File: src/rtl/roulette_pkg.sv
// Shared types and default timing constants for the roulette front end.
package roulette_pkg;

  typedef enum logic [2:0] {
    IDLE,
    DB_PRESS,
    PRESSED,
    HELD_LONG,
    DB_RELEASE
  } btn_state_t;

  localparam int CLK_HZ             = 100_000_000;
  localparam int DEBOUNCE_DEFAULT   = CLK_HZ / 100;
  localparam int LONG_PRESS_DEFAULT = CLK_HZ;

endpackage

File: src/rtl/bit_synchronizer.sv
// Multi-stage flip-flop synchronizer for bringing one asynchronous pad bit into the clk domain.
module bit_synchronizer #(
  parameter int STAGES = 2
) (
  input  logic clk,
  input  logic rst,
  input  logic d,
  output logic q
);

  logic [STAGES-1:0] chain;

  always_ff @(posedge clk) begin
    if (rst) begin
      chain <= '0;
    end else begin
      chain <= {chain[STAGES-2:0], d};
    end
  end

  assign q = chain[STAGES-1];

endmodule

File: src/rtl/button_conditioner.sv
// Push-button front end: synchronize, debounce press/release, and emit clean level plus
// single-cycle press, release and long-press strobes.
module button_conditioner
  import roulette_pkg::*;
#(
  parameter int SYNC_STAGES       = 2,
  parameter int DEBOUNCE_CYCLES   = DEBOUNCE_DEFAULT,
  parameter int LONG_PRESS_CYCLES = LONG_PRESS_DEFAULT
) (
  input  logic clk,
  input  logic rst,
  input  logic button_raw,
  output logic button_level,
  output logic press_pulse,
  output logic release_pulse,
  output logic long_press_pulse
);

  localparam int DBW = $clog2(DEBOUNCE_CYCLES);
  localparam int HW  = $clog2(LONG_PRESS_CYCLES);
  localparam logic [DBW-1:0] DB_LAST   = DBW'(DEBOUNCE_CYCLES - 1);
  localparam logic [DBW-1:0] DB_FIRST  = DBW'(1);
  localparam logic [HW-1:0]  HOLD_LAST = HW'(LONG_PRESS_CYCLES - 1);

  logic s;

  btn_state_t state, state_n;
  logic [DBW-1:0] db_cnt, db_cnt_n, db_inc;
  logic [HW-1:0]  hold_cnt, hold_cnt_n, hold_inc;
  logic long_done, long_done_n;
  logic press_evt, release_evt, long_evt;
  logic press_evt_n, release_evt_n, long_evt_n;

  bit_synchronizer #(
    .STAGES(SYNC_STAGES)
  ) u_sync (
    .clk(clk),
    .rst(rst),
    .d  (button_raw),
    .q  (s)
  );

  // Both counters saturate so a stuck input can never wrap them into a false match.
  assign db_inc   = (db_cnt == '1)   ? db_cnt   : db_cnt + 1'b1;
  assign hold_inc = (hold_cnt == '1) ? hold_cnt : hold_cnt + 1'b1;

  always_ff @(posedge clk) begin
    if (rst) begin
      state       <= IDLE;
      db_cnt      <= '0;
      hold_cnt    <= '0;
      long_done   <= 1'b0;
      press_evt   <= 1'b0;
      release_evt <= 1'b0;
      long_evt    <= 1'b0;
    end else begin
      state       <= state_n;
      db_cnt      <= db_cnt_n;
      hold_cnt    <= hold_cnt_n;
      long_done   <= long_done_n;
      press_evt   <= press_evt_n;
      release_evt <= release_evt_n;
      long_evt    <= long_evt_n;
    end
  end

  always_comb begin
    state_n       = state;
    db_cnt_n      = db_cnt;
    hold_cnt_n    = hold_cnt;
    long_done_n   = long_done;
    press_evt_n   = 1'b0;
    release_evt_n = 1'b0;
    long_evt_n    = 1'b0;
    case (state)
      IDLE: begin
        if (s) begin
          state_n  = DB_PRESS;
          db_cnt_n = DB_FIRST;
        end
      end
      DB_PRESS: begin
        if (!s) begin
          state_n = IDLE;
        end else if (db_cnt == DB_LAST) begin
          state_n     = PRESSED;
          press_evt_n = 1'b1;
          hold_cnt_n  = '0;
        end else begin
          db_cnt_n = db_inc;
        end
      end
      PRESSED: begin
        if (!s) begin
          state_n     = DB_RELEASE;
          db_cnt_n    = DB_FIRST;
          long_done_n = 1'b0;
        end else if (hold_cnt == HOLD_LAST) begin
          state_n    = HELD_LONG;
          long_evt_n = 1'b1;
        end else begin
          hold_cnt_n = hold_inc;
        end
      end
      HELD_LONG: begin
        if (!s) begin
          state_n     = DB_RELEASE;
          db_cnt_n    = DB_FIRST;
          long_done_n = 1'b1;
        end
      end
      DB_RELEASE: begin
        // A bounce drops back to where we came from; hold_cnt was frozen meanwhile.
        if (s) begin
          state_n = long_done ? HELD_LONG : PRESSED;
        end else if (db_cnt == DB_LAST) begin
          state_n       = IDLE;
          release_evt_n = 1'b1;
        end else begin
          db_cnt_n = db_inc;
        end
      end
      default: begin
        state_n = IDLE;
      end
    endcase
  end

  // Output stage keeps the level aligned with the strobes it accompanies.
  always_ff @(posedge clk) begin
    if (rst) begin
      button_level     <= 1'b0;
      press_pulse      <= 1'b0;
      release_pulse    <= 1'b0;
      long_press_pulse <= 1'b0;
    end else begin
      button_level     <= (state == PRESSED) || (state == HELD_LONG) || (state == DB_RELEASE);
      press_pulse      <= press_evt;
      release_pulse    <= release_evt;
      long_press_pulse <= long_evt;
    end
  end

endmodule

File: config.mk
export PLATFORM = sky130hd
export DESIGN_NAME = button_conditioner
export DESIGN_NICKNAME = d
export VERILOG_FILES = /design/src/rtl/roulette_pkg.sv /design/src/rtl/bit_synchronizer.sv /design/src/rtl/button_conditioner.sv
export SDC_FILE = /design/constraint.sdc
export NUM_CORES = 1
export LEC_CHECK = 0
export BUFFER_PORTS_ARGS = -buffer_cell sky130_fd_sc_hd__buf_2
export CORE_ASPECT_RATIO = 1.2
export CORE_UTILIZATION = 49
export DETAILED_ROUTE_END_ITERATION = 8
export SLEW_MARGIN = 15
export SYNTH_ARGS = -nofsm -noshare
export SYNTH_HDL_FRONTEND = slang
export SYNTH_SLANG_ARGS = --single-unit
File: constraint.sdc
create_clock -name clk -period 2.5 [get_ports clk]
set_input_delay 0.125 -clock clk [delete_from_list [all_inputs] [get_ports clk]]
set_output_delay 0.125 -clock clk [all_outputs]
set_load 0.02 [all_outputs]
==> impl_results.md <==
- Final setup fails: 0
- TritonCTS buffer count: 9
- Post-synthesis sequential area ratio: 0.356
- DR vias: 3419
- Share of layout cells above drive strength 1: 0.135
- Overflow after GRT: 0
- Hold-critical path depth: 2
- CP required: 2720 ps
- RSZ-0062 raised after global routing: false
- Post-synth EDFFs: 0
- Slowest CP cell: a32oi_2
- DRC violations left: 0
- Post-route ant nets: 0
- Area of the multi-input gates: 2080 um2
- Max cap viols: 0
- Diode count: 0
- Hold Startpoint: rst
- Ys async rst share: 0
- Die W: 77.7 um
- Synth Net Count: 433
- Ys Warns: 0
- Actual slew at the worst max-slew pin: 605 ps
- PwrDens: 490 nW/um2
- R2R Path End: hold_cnt[19]
- Top_reg_cell synth: dfxtp_1
- FF/Latch Area: 1200 um2
- Cell area after placement: 3580 um2
- Reg2reg path depth: 7
- Largest net degree at the start of global routing: 31
- Die height: 92.9 um
- Drt total wl: 9100 um
- CTS tree: yes
- Worst Setup End Kind: flip-flop
- DP HPWL: 6400 um
- Syn_area_per_cell: 7.88 um2
- CORE AREA: 6530 um2
- Number of I/O pins: 7
- Gate Count Post-Synth: 428
- Fin cells: 537
- Fillers: 606
- IO buf count: 6
- Reg2reg setup slack: 180 ps
- Most frequent cells in the layout: dfxtp_1 (60), nand2_1 (38), nor2_1 (29), nand3_1 (29), o21ai_0 (27)
- Critical Path AT: 2540 ps
- First-pass iteration count of the detailed router: 4
- Slew Limit Fails: 0
- Initial Util: 0.516
- Worst VDD drop: 310 uV
- Slowest cell delay on critical path: 530 ps
- Global-route wire length before repair: 15300 um
- Full die area: 7220 um2
- Synthesized area: 3370 um2
- Hold Crit Class: in2reg
- CP cell instances: ha_1 -> nand3_2 -> nor2_1 -> a32oi_2 -> nand3_1 -> o311ai_0 -> nand3_1
- Leak: 0.00136 uW
- Initial DRC count: 172
- Synth-to-layout area growth: 12.7%
- Yosys reg bits: 60
- Net count, final: 452
- Rows: 32
- CTS H-tree lvls: 3
- Placed Cells: 520
- CP Class: reg2reg
- R2r startpoint: hold_cnt[0]
- Most common cell after layout, fill and taps aside: dfxtp_1
- Crit share post-route: 0.928
- Synth cell types: 58
- Fin Setup TNS: 0 ps
- Mean routed wirelength per cell: 16.9 um
- Worst-path maximum fanout: 13
- Cell area after layout: 3800 um2
- Avg Vias per Cell: 6.37
- Top cell by count, worst path: nand3_1
- Total Routing Usage GR: 0.270
- Post-CTS setup buffer count: 0
- Fin crit period: 2320 ps
- CP startpoint kind: flip-flop
- Skew final: 10.3 ps
- Initial antenna violation count: 0
- Reg clk slew, reported paths: 70 ps
- Hold Crit Endpoint: db_cnt[4]
- Gpl congestion: 0.904
- Hold Vio Cnt, Final: 0
- Outcome: finished clean
- Vias in the first global route: 3266
- Root Driver: clkbuf_8
- Highest Clock Rate: 431 MHz
- Sink Count: 60
- Worst-Skew Late Latency: 340 ps
- Finished Core Util: 0.582
- Max clock buf depth: 2
- Max transition margin: 0.597
==> per-stage QoR <==
| step | worst slack, ps | total power, uW | hold slack [ps] |
|---|---|---|---|
| finish | 180 | 1860 | 250 |
| global route | 10.5 | 1930 | 286 |
| CTS | 169 | 1870 | 244 |
| detailed placement | 196 | 1050 | 350 |
| global placement | 254 | 1050 | 339 |
| floorplan | 496 | 1030 | 253 |
==> cell type report <==
type	count	area share
Sequential cell	60	0.316
Clock inverter	5	0.00955
Multi-Input combinational cell	344	0.548
Clock buffer	11	0.0399
Timing Repair Buffer	30	0.0560
Inverter	2	0.00198
Tap cell	85	0.0280
==> Yosys cell counts, drive strengths merged (4+ instances only) <==
library cell	instances	area, um2
nor3	9	45.0
o41ai	7	61.3
a21o	9	67.6
o31ai	10	75.1
clkbuf	16	60.1
or3	8	50.1
and3	14	87.6
a41oi	4	35.0
dfxtp	60	1200
nand4	18	113
a31oi	10	62.6
nor2	30	115
nand2	38	143
nor4	11	87.6
nand3	30	155
nand2b	12	75.1
a21oi	27	139
or4	5	37.5
buf	6	35.0
and4	6	52.6
nor2b	9	56.3
o21ai	47	243
==> report_power, final <==
part / internal, uW / switching [uW]
Combinational: 23.8 / 45.2
Clock: 413 / 417
Sequential: 958 / 3.33
Total: 1400 / 466
==> state kept, by name, indices dropped and copies added, names as in the netlist <==
signal / flops
hold_cnt: 27
db_cnt: 20
state: 3
u_sync.chain: 2
button_level: 1
long_done: 1
long_evt: 1
long_press_pulse: 1
press_evt: 1
press_pulse: 1
release_evt: 1
release_pulse: 1
==> metal layers <==
metal	track usage	part of all wire	up-vias
li1	-	-	1686
met1	0.318	0.44	1612
met2	0.449	0.48	88
met3	0.0562	0.036	33
met4	0.157	0.037	0
met5	0	0	-
==> worst max-delay path by stage <==
stage | slack [ps] | end | from
after floorplan | 500 | state[0] | db_cnt[0]
after global placement | 250 | hold_cnt[0] | hold_cnt[20]
after detailed placement | 200 | hold_cnt[20] | db_cnt[10]
after CTS | 170 | hold_cnt[20] | db_cnt[10]
after global routing | 10 | hold_cnt[19] | hold_cnt[0]
final | 180 | hold_cnt[19] | hold_cnt[0]
==> repair_timing <==
item | CTS | global route
gates resized for setup | 0 | 3
hold endpoints to repair | 1 | 0
hold buffers | 1 | 0
setup endpoints to repair | 0 | 6
==> kinds of logic (layout without fill, tap and decap cells) <==
family                     count (synthesis)  count (layout)  share of synthesized area
and+or+nand+nor                          207             207                      0.349
AOI/OAI and AO/OA                        133             133                      0.251
DFF                                       60              60                      0.356
buffers and inverters                     24              48                     0.0304
adders and majority gates                  2               2                    0.00742
muxes                                      2               2                    0.00631
==> critical path, delay by kind of cell (launching register included) <==
| family | cells | cell delay (ps) |
|---|---|---|
| AOI/OAI and AO/OA | 2 | 930 |
| DFF | 1 | 340 |
| adders and majority gates | 1 | 240 |
| and+or+nand+nor | 4 | 690 |
(Power assumes the default switching activity.)
